`config.mk`:
```
export PLATFORM = sky130hd
export DESIGN_NAME = reg_file_sb
export DESIGN_NICKNAME = d
export VERILOG_FILES = /design/src/rtl/reg_file_sb.sv
export SDC_FILE = /design/constraint.sdc
export NUM_CORES = 2
export LEC_CHECK = 0
export BUFFER_PORTS_ARGS = -buffer_cell sky130_fd_sc_hd__buf_2
export CORE_UTILIZATION = 64
export DETAILED_ROUTE_END_ITERATION = 16
export PLACE_DENSITY = 0.81
export SLEW_MARGIN = 30
export SYNTH_ARGS = -nofsm -noshare
export SYNTH_HDL_FRONTEND = slang
export SYNTH_SLANG_ARGS = --single-unit
```
`constraint.sdc`:
```
create_clock -name clk -period 38.2 [get_ports clk]
set_input_delay 3.82 -clock clk [delete_from_list [all_inputs] [get_ports clk]]
set_output_delay 3.82 -clock clk [all_outputs]
set_load 0.005 [all_outputs]
```
`src/rtl/reg_file_sb.sv`:
```
// reg_file_sb: RV32I integer register file, 2 async read / 1 sync write,
// hardwired-zero r0, optional write->read bypass, optional busy scoreboard.
//
// Parameters:
//   XLEN   data width
//   NREG   architectural registers, 2..32 (any count, not only powers of 2)
//   AW     address width, derived from NREG; leave at default
//   BYPASS 1: same-cycle write data forwarded to reads; 0: stored value only
//
// Ports:
//   clk, rst            clock; asynchronous active-high reset
//   rs1, rs2            read addresses
//   rd, wen, wdata      writeback port
//   iss_en, iss_rd      issue of an instruction that will write iss_rd
//   rdata1, rdata2      combinational read data
//   busy1, busy2        combinational pending-write flags for rs1/rs2
//
// Build option: define RF_SCOREBOARD_EN to instantiate the busy-bit
// scoreboard. Without it iss_en/iss_rd are ignored and busy1/busy2 are 0.

module reg_file_sb #(
  parameter int XLEN   = 32,
  parameter int NREG   = 32,
  parameter int AW     = $clog2(NREG),
  parameter int BYPASS = 1
) (
  input  logic            clk,
  input  logic            rst,
  input  logic [AW-1:0]   rs1,
  input  logic [AW-1:0]   rs2,
  input  logic [AW-1:0]   rd,
  input  logic            wen,
  input  logic [XLEN-1:0] wdata,
  input  logic            iss_en,
  input  logic [AW-1:0]   iss_rd,
  output logic [XLEN-1:0] rdata1,
  output logic [XLEN-1:0] rdata2,
  output logic            busy1,
  output logic            busy2
);

  localparam logic [AW:0] NREG_W = (AW+1)'(NREG);
  localparam bit          BYP    = (BYPASS != 0);

  // Address names a real, writable register (not r0, not past NREG).
  function automatic logic in_rng(input logic [AW-1:0] a);
    return (a != '0) && ({1'b0, a} < NREG_W);
  endfunction

  logic wr_ok;
  logic rs1_ok;
  logic rs2_ok;
  logic fwd1;
  logic fwd2;

  assign wr_ok  = wen && in_rng(rd);
  assign rs1_ok = in_rng(rs1);
  assign rs2_ok = in_rng(rs2);

  // Forward only when the write would actually land in the read register.
  assign fwd1 = BYP && wr_ok && (rd == rs1);
  assign fwd2 = BYP && wr_ok && (rd == rs2);

  logic [XLEN-1:0] regs_q [NREG];

  always_ff @(posedge clk or posedge rst) begin
    if (rst) begin
      for (int i = 0; i < NREG; i++) begin
        regs_q[i] <= '0;
      end
    end else if (wr_ok) begin
      regs_q[rd] <= wdata;
    end
  end

  // Outputs are forced low while reset is held so that a same-cycle
  // forward of wdata cannot leak through during reset.
  always_comb begin
    rdata1 = '0;
    if (!rst && rs1_ok) begin
      rdata1 = fwd1 ? wdata : regs_q[rs1];
    end
  end

  always_comb begin
    rdata2 = '0;
    if (!rst && rs2_ok) begin
      rdata2 = fwd2 ? wdata : regs_q[rs2];
    end
  end

`ifdef RF_SCOREBOARD_EN

  logic            iss_ok;
  logic [NREG-1:0] busy_q;
  logic [NREG-1:0] busy_d;

  assign iss_ok = iss_en && in_rng(iss_rd);

  // Clear first, then set: a new producer issued in the same cycle as
  // the old one's writeback keeps the register busy.
  always_comb begin
    busy_d = busy_q;
    if (wr_ok) begin
      busy_d[rd] = 1'b0;
    end
    if (iss_ok) begin
      busy_d[iss_rd] = 1'b1;
    end
    busy_d[0] = 1'b0;
  end

  always_ff @(posedge clk or posedge rst) begin
    if (rst) begin
      busy_q <= '0;
    end else begin
      busy_q <= busy_d;
    end
  end

  // A forwarded write satisfies the hazard in the same cycle.
  assign busy1 = !rst && rs1_ok && busy_q[rs1] && !fwd1;
  assign busy2 = !rst && rs2_ok && busy_q[rs2] && !fwd2;

`else

  logic unused_iss;
  assign unused_iss = ^{iss_en, iss_rd};

  assign busy1 = 1'b0;
  assign busy2 = 1'b0;

`endif

endmodule

```
==> reports/metrics.yaml <==
status: "complete, no violations"
pwr-share-seq_pct: 46.1
maxSlewViolCount: 0
hold_buffers: 0
period_share_pct: 31.63
largest_register_ffs: 1024
stdcell_count: 4935
cellLeakagePower_uw: 0.02675
cts_tree: "done"
syn_avg_cell_area_um2: 14.40
wl_met3_mm: 14.35
dp_hpwl_mm: 85.62
post_dp_cell_area_um2: 56270
rr_endpoint: "regs_q[962]$_DFFE_PP0P_"
finalCoreUtilization_pct: 70.22
finalSetupViolCount: 0
grt_pass1_vias: 37327
io_buffer_count: 113
synth.distinct_cells: 45
syn_inst: 3842
initial_utilization_pct: 64.76
dr.pass1.iters: 6
syn-cell-area_um2: 55320
highest_layer: "met5"
clockBufferDepth: 3
crit_fanout: 70
ys.flop_type: "dfrtp_1"
dieHeight_um: 296.0
fin_tns_setup_ns: 0
comb_power_share_pct: 19.3
grt_start_max_net_pins: 125
finClkSkew_ns: 0
relSlewSlack_pct: 28.04
cts_root_buf: "clkbuf_16"
crit_chain: "buf_6, buf_4, buf_4, nor2b_4, buf_4, a221oi_1, o21bai_1, a21oi_1, a211o_1, buf_2"
wl_per_cell_um: 30.99
io_pins: 122
wirelength_mm: 152.9
fin_area_um2: 59980
crit_required_ns: 34.38
core_um2: 85410
num_vias: 36331
path_buf_inv: 5
async_flop_share_pct: 100.0
dieArea_um2: 87610
r2r_setup_slack_ns: 37.38
slowest_stage: "buf_4"
via_per_inst: 7.362
antenna_left: 0
die_x_um: 296.0
worstRegToRegCells: 1
peakVddDrop_v: 0.00004697
wl_met1_mm: 60.55
gp_congestion: 0.8426
routed-wl-met2_mm: 71.58
cap_violations: 0
rr_startpoint: "regs_q[962]$_DFFE_PP0P_"
fin_crit_ns: 12.08
crit_arrival_ns: 8.26
drt-initial-drc-count: 3796
yosysSeqAreaShare_pct: 46.32
path_delay_family: "buffers and inverters"
reg_top3: "regs_q: 1024 flops"
p_int_uw: 2287
fmaxAchievable_ghz: 0.08276
dp.cells: 4738
endpoint: "rdata1[12]"
final_cell_mix: "dfrtp_1 (1024), mux2_2 (991), mux4_2 (372)"
cts.clk_slew.worst_paths_ns: 0.06
end_kind: "primary output"
layout_commonest_cell: "dfrtp_1"
ys_warn_count: 0
ys_seq_elements: 1024
finalNetCount: 3758
power.density_nw_per_um2: 52.14
sw_frac_of_total_pct: 26.85
critical_path.startpoint_type: "primary input"
cpPeakStageDelay_ns: 0.85
largest_register: "regs_q"
cts.sinks: 1024
hp-class: "flip-flop to flip-flop"
p_clk_share_pct: 34.6
post_cts_resized: 0
post_cts_buffers: 0
drive_above_1_share_pct: 47.10
antenna_found_initial: 2
grt_pass1_wl_mm: 231.0
n_fill_cell: 5726
htree_num_levels: 3
area_growth_pct: 8.418
clock_latency_ns: 0.67
worst_pin_slew_ns: 1.079
rows: 107
cp_common_cell: "buf_4"
grtUsageTotal_pct: 35.52
cts_buffers: 106
crit_path_start: "rs1[2]"
finalHoldViolCount: 0
grt-ovfl-total: 0
rsz0062_at_grt: "no"
synth_edf_count: 0
drc: 0
power.switching_uw: 839.6
cp.depth: 10
path_class: "primary input to primary output"
==> stage by stage <==
stage / hold WS [ns] / power (µW) / setup slack, ns
2_1_floorplan: 0.4413 / 1900 / 5.447
3_3_place_gp: 0.3763 / 2006 / 26.12
3_5_place_dp: 0.3820 / 2047 / 26.12
4_1_cts: 0.3964 / 3126 / 26.11
5_1_grt: 0.4055 / 3245 / 25.91
6_report: 0.3919 / 3127 / 26.12
==> final cells by class <==
| type | instances | area (µm²) | area share [%] |
|---|---|---|---|
| flip-flops and latches | 1024 | 25620 | 42.73 |
| diodes | 1 | 2.502 | 0.004172 |
| clock inverters | 41 | 478.0 | 0.7969 |
| well taps | 1144 | 1431 | 2.387 |
| clock buffers | 155 | 3199 | 5.334 |
| multi-input cells | 2368 | 27880 | 46.49 |
| repair buffers | 197 | 1329 | 2.216 |
| inverters | 5 | 26.28 | 0.04381 |
==> power groups by stage <==
stage          clock network, µW  logic [µW]  registers [µW]
2_1_floorplan                  0         492            1410
3_3_place_gp                   0         577            1430
3_5_place_dp                   0         598            1450
4_1_cts                     1090         602            1430
5_1_grt                     1140         645            1460
6_report                    1080         603            1440
==> Yosys cell counts, types with 22 or more instances <==
| cell | n | share of area, % |
|---|---|---|
| o21bai_1 | 64 | 0.87 |
| mux4_2 | 372 | 15 |
| a21oi_1 | 98 | 0.89 |
| buf_1 | 38 | 0.26 |
| a22oi_1 | 96 | 1.3 |
| dfrtp_1 | 1024 | 46 |
| mux2i_1 | 312 | 5.6 |
| buf_2 | 151 | 1.4 |
| clkbuf_1 | 223 | 1.5 |
| buf_4 | 33 | 0.45 |
| a211oi_1 | 64 | 0.87 |
| o211ai_1 | 22 | 0.30 |
| nor2b_1 | 36 | 0.41 |
| a211o_1 | 64 | 1.0 |
| mux2_2 | 991 | 20 |
| a221oi_1 | 140 | 2.2 |
==> per-layer routing <==
metal | vias up | global-route usage, %
li1 | 14687 | -
met1 | 19374 | 49.16
met2 | 1842 | 55.08
met3 | 424 | 7.764
met4 | 4 | 14.43
met5 | - | 0.7206
==> worst min-delay path by stage <==
| stage | from | to | slack (ns) | depth (start not counted) |
|---|---|---|---|---|
| CTS | regs_q[1019]$_DFFE_PP0P_ | regs_q[1019]$_DFFE_PP0P_ | 0.40 | 0 |
| global placement | regs_q[1012]$_DFFE_PP0P_ | regs_q[1012]$_DFFE_PP0P_ | 0.38 | 0 |
| floorplan | regs_q[1000]$_DFFE_PP0P_ | regs_q[1000]$_DFFE_PP0P_ | 0.44 | 1 |
| detailed placement | regs_q[1009]$_DFFE_PP0P_ | regs_q[1009]$_DFFE_PP0P_ | 0.38 | 0 |
| global route | regs_q[1011]$_DFFE_PP0P_ | regs_q[1011]$_DFFE_PP0P_ | 0.41 | 0 |
| finish | regs_q[1003]$_DFFE_PP0P_ | regs_q[1003]$_DFFE_PP0P_ | 0.39 | 0 |
==> logic make-up after synthesis <==
kind of cell    count (synthesis)  share of synthesized area [%]
mux                          1676                          40.98
flops                        1024                          46.32
compound gates                563                          7.627
buf+inv                       451                          3.639
simple gates                  117                          1.262
xor+xnor                       10                         0.1583
other cells                     1                       0.006779
(Power assumes the default switching activity.)
